`config.mk`:
```
export PLATFORM = sky130hd
export DESIGN_NAME = keypad_scanner
export DESIGN_NICKNAME = d
export VERILOG_FILES = /design/src/rtl/keypad_scanner.sv
export SDC_FILE = /design/constraint.sdc
export NUM_CORES = 1
export LEC_CHECK = 0
export ABC_AREA = 1
export BUFFER_PORTS_ARGS = -buffer_cell sky130_fd_sc_hd__buf_4
export CORE_UTILIZATION = 55
export CTS_BUF_LIST = sky130_fd_sc_hd__clkbuf_8
export DETAILED_ROUTE_END_ITERATION = 6
export PLACE_DENSITY = 0.74
export SETUP_SLACK_MARGIN = 0.2
export SYNTH_ARGS = -nofsm -noshare
export SYNTH_HDL_FRONTEND = slang
export SYNTH_SLANG_ARGS = --single-unit
export TNS_END_PERCENT = 50
```
`constraint.sdc`:
```
create_clock -name clk -period 1.6 [get_ports clk]
set_clock_uncertainty 0.15 [all_clocks]
set_input_delay 0.08 -clock clk [delete_from_list [all_inputs] [get_ports clk]]
set_output_delay 0.08 -clock clk [all_outputs]
set_load 0.05 [all_outputs]
```
`src/rtl/keypad_scanner.sv`:
```
// 4x4 matrix keypad scanner: drives one row low at a time, synchronises the
// active-low column lines, debounces press and release, and emits one key
// code pulse per debounced press.
module keypad_scanner #(
  parameter int unsigned ROW_CYCLES  = 10000,
  parameter int unsigned DEB_SAMPLES = 4
) (
  input  logic       clk,
  input  logic       rst,
  input  logic [3:0] key_col,
  output logic [3:0] key_row,
  output logic [3:0] key_code,
  output logic       key_valid,
  output logic       key_held
);

  localparam int unsigned TickW = (ROW_CYCLES > 1) ? $clog2(ROW_CYCLES) : 1;
  localparam int unsigned DebW  = $clog2(DEB_SAMPLES + 1);
  localparam logic [TickW-1:0] TickMax = TickW'(ROW_CYCLES - 1);
  localparam logic [DebW-1:0]  DebMax  = DebW'(DEB_SAMPLES);
  localparam logic [DebW-1:0]  DebOne  = DebW'(1);

  typedef enum logic [1:0] {StScan, StDebounce, StPressed, StRelease} state_e;

  state_e           state_q, state_d;
  logic [3:0]       col_meta, col_sync;
  logic [TickW-1:0] tick_cnt;
  logic             tick;
  logic [1:0]       row_q, row_d;
  logic [1:0]       col_q, col_d;
  logic [DebW-1:0]  deb_q, deb_d;
  logic [3:0]       code_q, code_d;
  logic             valid_q, valid_d;
  logic             held_q, held_d;
  logic             any_low;
  logic [1:0]       hit_col;
  logic             sel_low;

  // Two-flop synchroniser for the asynchronous column lines (idle high).
  always_ff @(posedge clk or negedge rst) begin
    if (!rst) begin
      col_meta <= 4'hF;
      col_sync <= 4'hF;
    end else begin
      col_meta <= key_col;
      col_sync <= col_meta;
    end
  end

  // Free-running row-period counter; tick marks the sampling instant.
  always_ff @(posedge clk or negedge rst) begin
    if (!rst) begin
      tick_cnt <= '0;
    end else if (tick) begin
      tick_cnt <= '0;
    end else begin
      tick_cnt <= tick_cnt + TickW'(1);
    end
  end

  assign tick = (tick_cnt == TickMax);

  // Lowest-index low column wins when several keys share the scanned row.
  always_comb begin
    any_low = ~&col_sync;
    hit_col = 2'd0;
    if (!col_sync[0])      hit_col = 2'd0;
    else if (!col_sync[1]) hit_col = 2'd1;
    else if (!col_sync[2]) hit_col = 2'd2;
    else                   hit_col = 2'd3;
    sel_low = ~col_sync[col_q];
  end

  // State and datapath registers.
  always_ff @(posedge clk or negedge rst) begin
    if (!rst) begin
      state_q <= StScan;
      row_q   <= 2'd0;
      col_q   <= 2'd0;
      deb_q   <= '0;
      code_q  <= 4'h0;
      valid_q <= 1'b0;
      held_q  <= 1'b0;
    end else begin
      state_q <= state_d;
      row_q   <= row_d;
      col_q   <= col_d;
      deb_q   <= deb_d;
      code_q  <= code_d;
      valid_q <= valid_d;
      held_q  <= held_d;
    end
  end

  // Next-state logic; every transition is gated by tick.
  always_comb begin
    state_d = state_q;
    row_d   = row_q;
    col_d   = col_q;
    deb_d   = deb_q;
    code_d  = code_q;
    valid_d = 1'b0;
    held_d  = held_q;
    if (tick) begin
      unique case (state_q)
        StScan: begin
          if (any_low) begin
            col_d = hit_col;
            deb_d = DebOne;
            if (DebMax == DebOne) begin
              code_d  = {row_q, hit_col};
              valid_d = 1'b1;
              held_d  = 1'b1;
              state_d = StPressed;
            end else begin
              state_d = StDebounce;
            end
          end else begin
            row_d = row_q + 2'd1;
          end
        end
        StDebounce: begin
          if (sel_low) begin
            deb_d = deb_q + DebOne;
            if (deb_q + DebOne == DebMax) begin
              code_d  = {row_q, col_q};
              valid_d = 1'b1;
              held_d  = 1'b1;
              state_d = StPressed;
            end
          end else begin
            row_d   = row_q + 2'd1;
            state_d = StScan;
          end
        end
        StPressed: begin
          if (!sel_low) begin
            deb_d = DebOne;
            if (DebMax == DebOne) begin
              held_d  = 1'b0;
              row_d   = row_q + 2'd1;
              state_d = StScan;
            end else begin
              state_d = StRelease;
            end
          end
        end
        StRelease: begin
          if (!sel_low) begin
            deb_d = deb_q + DebOne;
            if (deb_q + DebOne == DebMax) begin
              held_d  = 1'b0;
              row_d   = row_q + 2'd1;
              state_d = StScan;
            end
          end else begin
            // Rebound: the key is still down, no new pulse.
            state_d = StPressed;
          end
        end
        default: state_d = StScan;
      endcase
    end
  end

  // Active-low one-hot row drive and registered outputs.
  always_comb begin
    key_row   = ~(4'b0001 << row_q);
    key_code  = code_q;
    key_valid = valid_q;
    key_held  = held_q;
  end

endmodule

```
==> impl_metrics.json <==
{
  "yosys.area.top_type": "dfrtp_1",
  "cp_data_required_time_ns": 1.63,
  "fp.dieArea_um2": 3586,
  "cts_tree": "done",
  "r2r_end": "state_q[0]",
  "antenna_cells": 0,
  "die_x_um": 59.89,
  "clock_latency_ns": 0.29,
  "avgRoutedWirePerCell_um": 13.25,
  "grt_use_total_pct": 25.37,
  "synth_cell_types": 23,
  "setup_tns_ns": 0,
  "start_kind": "flip-flop",
  "yosysWarnings": 0,
  "reg2reg_slack_ns": 0.01,
  "antenna_found_initial": 0,
  "drc": 0,
  "syn_to_final_growth_pct": 45.15,
  "core-area_um2": 3128,
  "gp_congestion": 0.8567,
  "busiest_layer": "met2",
  "yosys-top-cells-area": "dfrtp_1, nand2_1, dfstp_2",
  "rsz0062_at_grt": "yes",
  "fin_nets": 284,
  "setup_slack_ns": 0.01488,
  "met2_usage_pct": 40.63,
  "syn_area_per_cell_um2": 8.302,
  "drive_gt1_share_pct": 48.16,
  "seq_area_frac_synth_pct": 50.78,
  "crit_type": "reg -> reg",
  "die_y_um": 59.89,
  "drtIter0Drc": 138,
  "grtUsageMet1_pct": 31.50,
  "worst_ep_arrival_time_ns": 1.62,
  "grt_pass1_vias": 1511,
  "dp_cells": 291,
  "fillers": 154,
  "synthCells": 222,
  "initial_core_util_pct": 58.92,
  "cts-htree-levels": 2,
  "worst_pin_slew_ns": 0.4837,
  "synth_top_area_share_pct": 39.38,
  "maxCapViolCount": 0,
  "place_ws_ns": -0.03337,
  "routed_wl_mm": 4.186,
  "setup_violations": 0,
  "synth_fp_nets": 235,
  "rows": 20,
  "min_path_type": "in -> async",
  "hold_viol_final": 0,
  "rr_startpoint": "tick_cnt[8]",
  "cts.clk_slew.worst_paths_ns": 0.08,
  "drtPass1Iterations": 4,
  "leakagePower_nw": 1.274,
  "mostFrequentLayoutCell": "nand2_1",
  "maxSlewHeadroom_pct": 67.50,
  "ir_drop_uv": 778.9,
  "ioPinCount": 16,
  "cp_max_fo": 6,
  "cts_root_buf": "clkbuf_8",
  "synth-seq-cells": 37,
  "slew_viol_final": 0,
  "layout_common_cells": "nand2_1, buf_4, dfrtp_1",
  "vias": 1645,
  "power_per_cell_area_nw_per_um2": 696.6,
  "grt_max_degree": 38,
  "routed_via_density": 5.206,
  "ant_nets": 0,
  "fin_crit_ns": 1.585,
  "status": "finished, final reports clean",
  "syn_area_um2": 1843,
  "cts_made_buffers": 5,
  "cp-end-kind": "flip-flop",
  "cts.sinks": 37,
  "portBuffers": 15,
  "fmax_ghz": 0.6309,
  "fin_util_pct": 85.52,
  "grt_pass1_wl_mm": 6.555,
  "grt_overflow": 0,
  "dp_hpwl_mm": 2.349,
  "instances_no_fill": 316,
  "met3_usage_pct": 8.874,
  "cts_buffer_depth": 2,
  "reg2reg_depth": 8,
  "post-route-period-util_pct": 99.07
}
routing by layer:
metal	wire length (um)	share of wire [%]	vias to the layer above
met1	1818	43	798
met5	0	0	-
met2	2141	51	49
met4	39	0.93	0
li1	-	-	792
met3	186	4.4	6
sequential cells by signal (all words and copies together) (netlist names), named ones only:
register / flops
col_meta: 4
key_valid: 1
key_held: 1
state_q: 1
col_q: 2
col_sync: 4
tick_cnt: 14
row_q: 2
deb_q: 3
key_code: 4
cell type report:
cell class	instances	area, um2	share of cell area (%)
clock inverter	2	37.54	1.403
inverter	34	130.1	4.864
sequential	37	938.4	35.08
clock buffer	6	82.58	3.087
timing repair buffer	45	391.6	14.64
tap	44	55.05	2.058
multi-input combinational	148	1040	38.87
worst max-delay path by stage:
stage | start | end | slack (ns)
3_3_place_gp | tick_cnt[0] | deb_q[2] | -0.007
5_1_grt | tick_cnt[8] | col_q[1] | -0.04
4_1_cts | deb_q[1] | key_code[3] | 0.05
3_5_place_dp | tick_cnt[0] | deb_q[2] | -0.03
2_1_floorplan | deb_q[0] | row_q[0] | 0.11
6_report | tick_cnt[8] | state_q[0] | 0.01
report_power, final:
| group | switching, W | leakage [nW] | internal (W) |
|---|---|---|---|
| clock | 0.000337 | 0.0574 | 0.000507 |
| sequential | 0.00000689 | 0.472 | 0.000953 |
| combinational | 0.0000348 | 0.745 | 0.0000248 |
| total | 0.000379 | 1.27 | 0.00148 |
worst max-delay path, stage by stage (launching register included):
cell and delay, ns:
dfrtp_2 0.44, inv_2 0.04, nor2_1 0.11, nand2_1 0.08, nor2_2 0.14, nand2_4 0.13
nor2_4 0.15, nand2_2 0.08, and2_4 0.15
cells in the mapped netlist:
library cell  instances
buf_6                 1
xor2_1                6
nand2_2               3
buf_2                 2
nand3_2               1
o21ai_0               8
dfrtp_1              29
nand4_1               6
a21oi_1               4
nor2_1               22
nor2_2                3
nand3_1              18
nor2_4                2
nor4_1                1
nor3_1                3
o21ai_1               4
nand2_1              58
dfstp_2               8
inv_2                 3
and2_4                1
nor3_2                1
inv_1                31
ha_1                  7
cell families (layout without fill, tap and decap cells):
group           count (synthesis)  count (layout)  share of synthesized area, %
simple gates                  119             119                         29.19
xor+xnor                        6               6                         2.851
flops                          37              37                         50.78
fa+ha+maj                       7               7                         4.752
buf+inv                        37              87                         8.079
compound gates                 16              16                         4.345
metrics by stage:
step / power [W] / hold WS, ns / cell area (um2)
global route: 0.001924 / 0.1765 / 2675
CTS: 0.001879 / 0.1362 / 2509
floorplan: 0.0009842 / -0.3656 / 1881
global placement: 0.001016 / -0.08675 / 2125
finish: 0.001863 / 0.1400 / 2675
detailed placement: 0.001016 / -0.08876 / 2125
what timing repair did:
action                                 4_1_cts  5_1_grt
resized for setup                           45       42
endpoints found under the hold margin       41        0
setup endpoints to repair                   28       31
setup buffers                               10        2
hold buffers                                 5        0
gates cloned                                 0        0
pin swaps                                   19       16
No activity file was read; power rests on OpenSTA's default activity.
